`src/rtl/brl_if.sv`:
```
// brl_if: request/grant, operand, shifter and result signals of brl_sched.
//   Port A/B: req_x, mode_x[1:0], cnt_x[31:0], data_x[31:0] in; gnt_x, done_x out.
//   Shifter side: brlmux_0/1, srcdp, brld out; brlq, brl_carry in.
//   Result side: res_q, res_c, busy out.
interface brl_if;
  logic        req_a;
  logic [1:0]  mode_a;
  logic [31:0] cnt_a;
  logic [31:0] data_a;
  logic        gnt_a;
  logic        done_a;
  logic        req_b;
  logic [1:0]  mode_b;
  logic [31:0] cnt_b;
  logic [31:0] data_b;
  logic        gnt_b;
  logic        done_b;
  logic        brlmux_0;
  logic        brlmux_1;
  logic [31:0] srcdp;
  logic [31:0] brld;
  logic [31:0] brlq;
  logic        brl_carry;
  logic [31:0] res_q;
  logic        res_c;
  logic        busy;
  modport master (
    output req_a, mode_a, cnt_a, data_a, req_b, mode_b, cnt_b, data_b, brlq, brl_carry,
    input  gnt_a, done_a, gnt_b, done_b, brlmux_0, brlmux_1, srcdp, brld, res_q, res_c, busy
  );
  modport slave (
    input  req_a, mode_a, cnt_a, data_a, req_b, mode_b, cnt_b, data_b, brlq, brl_carry,
    output gnt_a, done_a, gnt_b, done_b, brlmux_0, brlmux_1, srcdp, brld, res_q, res_c, busy
  );
endinterface

```
`src/rtl/brl_sched.sv`:
```
// brl_sched: shares one barrel shifter between port A (ALU) and port B (background).
//   clk, reset (async, active-high) plain ports; everything else on bus (brl_if.slave).
//   Stage 1: operand registers to the shifter + valid/id. Stage 2: result + tagged done.
//   Port B wins a contention once it has lost STARVE_MAX in a row.
module brl_sched #(
  parameter int STARVE_MAX = 3
) (
  input logic clk,
  input logic reset,
  brl_if.slave bus
);
  localparam logic [1:0] SMAX = 2'(STARVE_MAX);
  logic [1:0]  mux_q;
  logic [31:0] src_q;
  logic [31:0] brd_q;
  logic [31:0] res_q;
  logic        res_c_q;
  logic        done_a_q;
  logic        done_b_q;
  logic        s1_valid_q;
  logic        s1_id_q;
  logic [1:0]  starve_q;
  logic [1:0]  starve_d;
  logic        gnt_a;
  logic        gnt_b;
  always_comb begin
    gnt_b = ~reset & bus.req_b & (~bus.req_a | (starve_q == SMAX));
    gnt_a = ~reset & bus.req_a & ~gnt_b;
    starve_d = gnt_b ? 2'd0 : (bus.req_b && starve_q != SMAX) ? starve_q + 2'd1 : starve_q;
  end
  // Operand registers only load on a grant so the shifter inputs stay quiet when idle.
  always_ff @(posedge clk or posedge reset) begin
    if (reset) begin
      mux_q      <= '0;
      src_q      <= '0;
      brd_q      <= '0;
      res_q      <= '0;
      res_c_q    <= 1'b0;
      done_a_q   <= 1'b0;
      done_b_q   <= 1'b0;
      s1_valid_q <= 1'b0;
      s1_id_q    <= 1'b0;
      starve_q   <= '0;
    end else begin
      s1_valid_q <= gnt_a | gnt_b;
      if (gnt_a | gnt_b) begin
        s1_id_q <= gnt_b;
        mux_q   <= gnt_b ? bus.mode_b : bus.mode_a;
        src_q   <= gnt_b ? bus.cnt_b : bus.cnt_a;
        brd_q   <= gnt_b ? bus.data_b : bus.data_a;
      end
      if (s1_valid_q) begin
        res_q   <= bus.brlq;
        res_c_q <= bus.brl_carry;
      end
      done_a_q <= s1_valid_q & ~s1_id_q;
      done_b_q <= s1_valid_q & s1_id_q;
      starve_q <= starve_d;
    end
  end
  assign bus.gnt_a    = gnt_a;
  assign bus.gnt_b    = gnt_b;
  assign bus.done_a   = done_a_q;
  assign bus.done_b   = done_b_q;
  assign bus.brlmux_0 = mux_q[0];
  assign bus.brlmux_1 = mux_q[1];
  assign bus.srcdp    = src_q;
  assign bus.brld     = brd_q;
  assign bus.res_q    = res_q;
  assign bus.res_c    = res_c_q;
  assign bus.busy     = s1_valid_q;
endmodule

```
`src/flat_wrapper.sv`:
```
// flat-port wrapper written by rule: the top's interface ports become plain ports
module brl_sched_flat 
#(
  parameter int STARVE_MAX = 3
)
  (clk, reset, bus_req_a, bus_mode_a, bus_cnt_a, bus_data_a, bus_req_b, bus_mode_b, bus_cnt_b, bus_data_b, bus_brlq, bus_brl_carry, bus_gnt_a, bus_done_a, bus_gnt_b, bus_done_b, bus_brlmux_0, bus_brlmux_1, bus_srcdp, bus_brld, bus_res_q, bus_res_c, bus_busy);
  brl_if bus_i ();
  input logic clk;
  input logic reset;
  input wire logic [$bits(bus_i.req_a)-1:0] bus_req_a;
  input wire logic [$bits(bus_i.mode_a)-1:0] bus_mode_a;
  input wire logic [$bits(bus_i.cnt_a)-1:0] bus_cnt_a;
  input wire logic [$bits(bus_i.data_a)-1:0] bus_data_a;
  input wire logic [$bits(bus_i.req_b)-1:0] bus_req_b;
  input wire logic [$bits(bus_i.mode_b)-1:0] bus_mode_b;
  input wire logic [$bits(bus_i.cnt_b)-1:0] bus_cnt_b;
  input wire logic [$bits(bus_i.data_b)-1:0] bus_data_b;
  input wire logic [$bits(bus_i.brlq)-1:0] bus_brlq;
  input wire logic [$bits(bus_i.brl_carry)-1:0] bus_brl_carry;
  output wire logic [$bits(bus_i.gnt_a)-1:0] bus_gnt_a;
  output wire logic [$bits(bus_i.done_a)-1:0] bus_done_a;
  output wire logic [$bits(bus_i.gnt_b)-1:0] bus_gnt_b;
  output wire logic [$bits(bus_i.done_b)-1:0] bus_done_b;
  output wire logic [$bits(bus_i.brlmux_0)-1:0] bus_brlmux_0;
  output wire logic [$bits(bus_i.brlmux_1)-1:0] bus_brlmux_1;
  output wire logic [$bits(bus_i.srcdp)-1:0] bus_srcdp;
  output wire logic [$bits(bus_i.brld)-1:0] bus_brld;
  output wire logic [$bits(bus_i.res_q)-1:0] bus_res_q;
  output wire logic [$bits(bus_i.res_c)-1:0] bus_res_c;
  output wire logic [$bits(bus_i.busy)-1:0] bus_busy;
  assign bus_i.req_a = bus_req_a;
  assign bus_i.mode_a = bus_mode_a;
  assign bus_i.cnt_a = bus_cnt_a;
  assign bus_i.data_a = bus_data_a;
  assign bus_i.req_b = bus_req_b;
  assign bus_i.mode_b = bus_mode_b;
  assign bus_i.cnt_b = bus_cnt_b;
  assign bus_i.data_b = bus_data_b;
  assign bus_i.brlq = bus_brlq;
  assign bus_i.brl_carry = bus_brl_carry;
  assign bus_gnt_a = bus_i.gnt_a;
  assign bus_done_a = bus_i.done_a;
  assign bus_gnt_b = bus_i.gnt_b;
  assign bus_done_b = bus_i.done_b;
  assign bus_brlmux_0 = bus_i.brlmux_0;
  assign bus_brlmux_1 = bus_i.brlmux_1;
  assign bus_srcdp = bus_i.srcdp;
  assign bus_brld = bus_i.brld;
  assign bus_res_q = bus_i.res_q;
  assign bus_res_c = bus_i.res_c;
  assign bus_busy = bus_i.busy;
  brl_sched #(.STARVE_MAX(STARVE_MAX)) u_core (.clk(clk), .reset(reset), .bus(bus_i));
endmodule
```
`config.mk`:
```
export PLATFORM = sky130hd
export DESIGN_NAME = brl_sched_flat
export DESIGN_NICKNAME = d
export VERILOG_FILES = /design/src/rtl/brl_if.sv /design/src/rtl/brl_sched.sv /design/src/flat_wrapper.sv
export SDC_FILE = /design/constraint.sdc
export NUM_CORES = 1
export LEC_CHECK = 0
export ABC_AREA = 1
export BUFFER_PORTS_ARGS = -buffer_cell sky130_fd_sc_hd__buf_2
export CAP_MARGIN = 20
export CORE_ASPECT_RATIO = 0.7
export CORE_MARGIN = 5
export CORE_UTILIZATION = 45
export DETAILED_ROUTE_END_ITERATION = 6
export HOLD_SLACK_MARGIN = 0.05
export PLACE_DENSITY = 0.89
export SLEW_MARGIN = 10
export SYNTH_ARGS = -nofsm -noshare
export SYNTH_HDL_FRONTEND = slang
export SYNTH_SLANG_ARGS = --single-unit
export TNS_END_PERCENT = 100
```
`constraint.sdc`:
```
create_clock -name clk -period 5 [get_ports clk]
set_input_delay 1 -clock clk [delete_from_list [all_inputs] [get_ports clk]]
set_output_delay 1 -clock clk [all_outputs]
set_load 0.02 [all_outputs]
```
==> impl.org <==
** Outcome
- Outcome :: completed

** Floorplanning
- Area of the core region :: 0.0112 sq mm
- I/O pin count :: about 270
- In this run the vertical extent of the chip is approximately 100 um.
- The die covers roughly 0.014 sq mm.
- Total number of placement rows :: 32
- Chip Width :: between 100 and 150 um
- For this configuration, the core starts out at a cell density of 0.467.

** Power and ir drop
- Power per unit of standard cell area :: about 340 mW/mm^2
- Overall power after layout :: 2370 uW
- VDD sags by at most about 0.00020 V.
- Summed over all cells, the static leakage comes to ~0.0045 uW.

** Timing
- Setup violations remaining at the end of the flow were counted as 0.
- For the final routed database, the setup TNS stands at 0 ns.
- In this run the tightest slew margin relative to its limit is 0.374.
- Worst-Margin Slew :: ~0.94 ns
- Max frequency :: between 0.3 and 0.4 GHz
- The count of endpoints failing hold in the final timing report is 0.
- The smallest clock period supported by the final layout is computed as 3.20 ns.
- Clock skew on the completed layout was measured at approximately 0.0053 ns.
- RSZ-0062 raised after global routing :: no
- Slew Viols, Final :: 0
- Period utilisation layout :: 0.640

** Layout
- Excluding fillers, the count of instances in the completed layout stands at approximately 1100.
- The top cell types in the final layout, fill and taps aside, are sky130_fd_sc_hd__nand2_1, sky130_fd_sc_hd__buf_2, sky130_fd_sc_hd__inv_1.
- From synthesis to final layout, the design area changed by 33.2%.
- Most common library cell in the layout ignoring fill and taps :: sky130_fd_sc_hd__nand2_1
- 0 antenna diodes ended up in the layout.
- The final layout contains 1152 nets.
- Share of final-layout standard cells stronger than drive strength 1 :: 0.306
- The filler cells instantiated in the layout total ~1000.

** Global route
- The number of antenna violations at the first check in global routing came to 0.
- Entering global routing, the biggest net connects 79 pins.
- Total global-route track usage :: 0.213
- After global routing the overflow that remains totals 0.
- Wire length of the first global-routing pass :: 24.5 mm
- The number of global-route vias before repair is 5000.

** Setup path
- CP arrival :: 2.20 ns
- By startpoint and endpoint, the worst setup path is classified as primary input to primary output.
- STA classifies the critical path startpoint as a primary input.
- In this run the worst path has a maximum fanout of between 60 and 70.
- The worst setup path is captured at a primary output.
- Worst setup slack for register-to-register paths :: about 3.1 ns
- Data on the critical path is required at its endpoint by roughly 4 ns.

** Yosys
- By area, the combinational part of the netlist is dominated by simple AND/OR/NAND/NOR gates.
- Of the synthesized area, sequential elements account for 0.504.
- The Yosys step of the flow raised 0 warnings.
- The post-synthesis compound-gate area fraction was 0.00360.
- Post-synthesis share of cell area spent on and, or, nand and nor gates :: 0.352
- Cells after synthesis :: between 700 and 800
- Synthesis produced a netlist with a net count of 904.
- Synthesis instantiated 15 different standard cells from the library.
- Summed instance area of the synthesized netlist :: between 0.005 and 0.006 sq mm
- Dividing the synthesized area by the synthesized cell count gives slightly above 7 sq um.
- After synthesis the netlist holds a flip-flop and latch count of 105.
- Adder-cell share of the synthesized area :: 0.00240
- Proportion of synthesized area in mux cells :: 0
- Of the total synthesized cell area, the portion taken by XOR and XNOR cells is 0.

** Routing
- Count of antenna-violating nets left after detailed routing :: 0
- Avg WL per Cell :: between 10 and 15 um
- Sum of routed wire length over all layers :: 15.2 mm
- Number of DRC violations after detailed-routing iteration 0 :: between 400 and 500
- Using the TritonRoute via totals, the vias-per-cell ratio works out to 4.64.
- After detailed routing, the number of remaining DRC violations is 0.
- Detailed-route via count :: 5286
- For this run, the detailed router's first-pass iteration total came to 5.

** Clock tree
- The tree is rooted in a sky130_fd_sc_hd__clkbuf_16.
- The later pin in the worst-skew pair is clocked with a latency of about 0.34 ns.
- For this design, the CTS-stage hold fixing added 0 buffers.
- No sink is reached through more buffers than the 2 on the longest clock path.
- For this design, the sink count on the clock tree is about 110.
- The number of gates resized after CTS was 0.
- CTS built an H-tree with a depth of 3.
- After clock tree synthesis, the clock-pin slew on the worst setup and hold paths is roughly 0.070 ns.
- TritonCTS built the clock tree.
- Clock tree synthesis inserted a total of 9 buffers.
- Buffers added to address setup during post-CTS repair amount to 0.

** Flow run
- Number of maximum-capacitance violations :: 0

** Placement
- The wire-length estimate of the detail-placed layout is between 10 and 15 mm.
- Placer Congestion :: 0.901
- Inst Count DP :: ~1100
- Input and output buffers added on the ports amount to roughly 270.

** Min path
- The min-delay analysis places its worst path in the category register to register.
[layout make-up]
cell class	count	area [sq um]	area share
flip-flops and latches	105	2630	0.378
clock inverters	7	71.3	0.0103
multi-input cells	448	1880	0.271
clock buffers	9	225	0.0324
inverters	139	524	0.0754
well taps	153	191	0.0275
repair buffers	279	1430	0.205
[cell families after synthesis]
family	count (synthesis)
flip-flops	105
AO/OA/AOI/OAI	3
adder cells (fa/ha/maj)	1
buffers and inverters	181
AND/OR/NAND/NOR	444
[Yosys cell counts]
| library cell | count | share of area |
|---|---|---|
| sky130_fd_sc_hd__nand2_1 | 307 | 0.22 |
| sky130_fd_sc_hd__clkbuf_1 | 14 | 0.010 |
| sky130_fd_sc_hd__clkinv_1 | 1 | 0.00072 |
| sky130_fd_sc_hd__buf_4 | 3 | 0.0043 |
| sky130_fd_sc_hd__o21ai_2 | 1 | 0.0017 |
| sky130_fd_sc_hd__o21ai_1 | 1 | 0.00096 |
| sky130_fd_sc_hd__dfrtp_1 | 105 | 0.50 |
| sky130_fd_sc_hd__nor2_2 | 1 | 0.0012 |
| sky130_fd_sc_hd__inv_1 | 135 | 0.097 |
| sky130_fd_sc_hd__ha_1 | 1 | 0.0024 |
| sky130_fd_sc_hd__o21ai_0 | 1 | 0.00096 |
| sky130_fd_sc_hd__nand3_1 | 133 | 0.13 |
| sky130_fd_sc_hd__nor2_1 | 3 | 0.0022 |
| sky130_fd_sc_hd__buf_2 | 25 | 0.024 |
| sky130_fd_sc_hd__inv_2 | 3 | 0.0022 |
[routing by layer]
| metal | GRT usage | vias to the layer above | wire (um) |
|---|---|---|---|
| li1 | - | 2667 | - |
| met1 | 0.287 | 2344 | 6450 |
| met2 | 0.354 | 255 | 7230 |
| met3 | 0.0486 | 20 | 1360 |
| met4 | 0.0534 | 0 | 219 |
| met5 | 0 | - | 0 |
[worst paths after layout]
path                                      start                   end  cells past startpoint
max                                   bus_req_b             bus_gnt_a                      8
min                        u_core.bus.res_q[10]  u_core.bus.res_q[10]                      2
max reg2reg                  u_core.starve_q[0]  u_core.bus.srcdp[13]                      8
min reg2reg                u_core.bus.res_q[10]  u_core.bus.res_q[10]                      2
max in group asynchronous                 reset   u_core.bus.brld[23]                      3
min in group asynchronous                 reset   u_core.bus.brld[18]                      2
[per-stage QoR]
step / hold WS (ns) / util / setup WS [ns] / cell area, sq um
floorplan: 0.426 / - / 1.33 / 5220
global placement: 0.442 / 0.594 / 1.82 / 6630
detailed placement: 0.443 / 0.594 / 1.81 / 6630
CTS: 0.473 / 0.620 / 1.80 / 6930
global route: 0.485 / 0.622 / 1.67 / 6950
finish: 0.466 / 0.622 / 1.80 / 6950
[critical path: stages]
cell and delay (ns):
sky130_fd_sc_hd__buf_2 0.12, sky130_fd_sc_hd__inv_2 0.06, sky130_fd_sc_hd__nor2_4 0.06, sky130_fd_sc_hd__buf_4 0.56, sky130_fd_sc_hd__nand2_2 0.10, sky130_fd_sc_hd__inv_1 0.09
sky130_fd_sc_hd__nor2_1 0.04, sky130_fd_sc_hd__buf_2 0.15
[power by group]
| group | internal [uW] | switching [uW] | total [uW] |
|---|---|---|---|
| logic | 218 | 427 | 645 |
| clock network | 354 | 333 | 687 |
| registers | 969 | 69.7 | 1040 |
| total | 1540 | 830 | 2370 |
[flip-flops by register name, indices dropped and copies added (netlist names)]
| signal | count |
|---|---|
| u_core.bus.done_a | 1 |
| u_core.s1_id_q | 1 |
| u_core.bus.busy | 1 |
| u_core.bus.brld | 32 |
| u_core.mux_q | 2 |
| u_core.bus.done_b | 1 |
| u_core.bus.srcdp | 32 |
| u_core.bus.res_c | 1 |
| u_core.starve_q | 2 |
| u_core.bus.res_q | 32 |
Note: power is estimated with default switching activity, not from simulation.
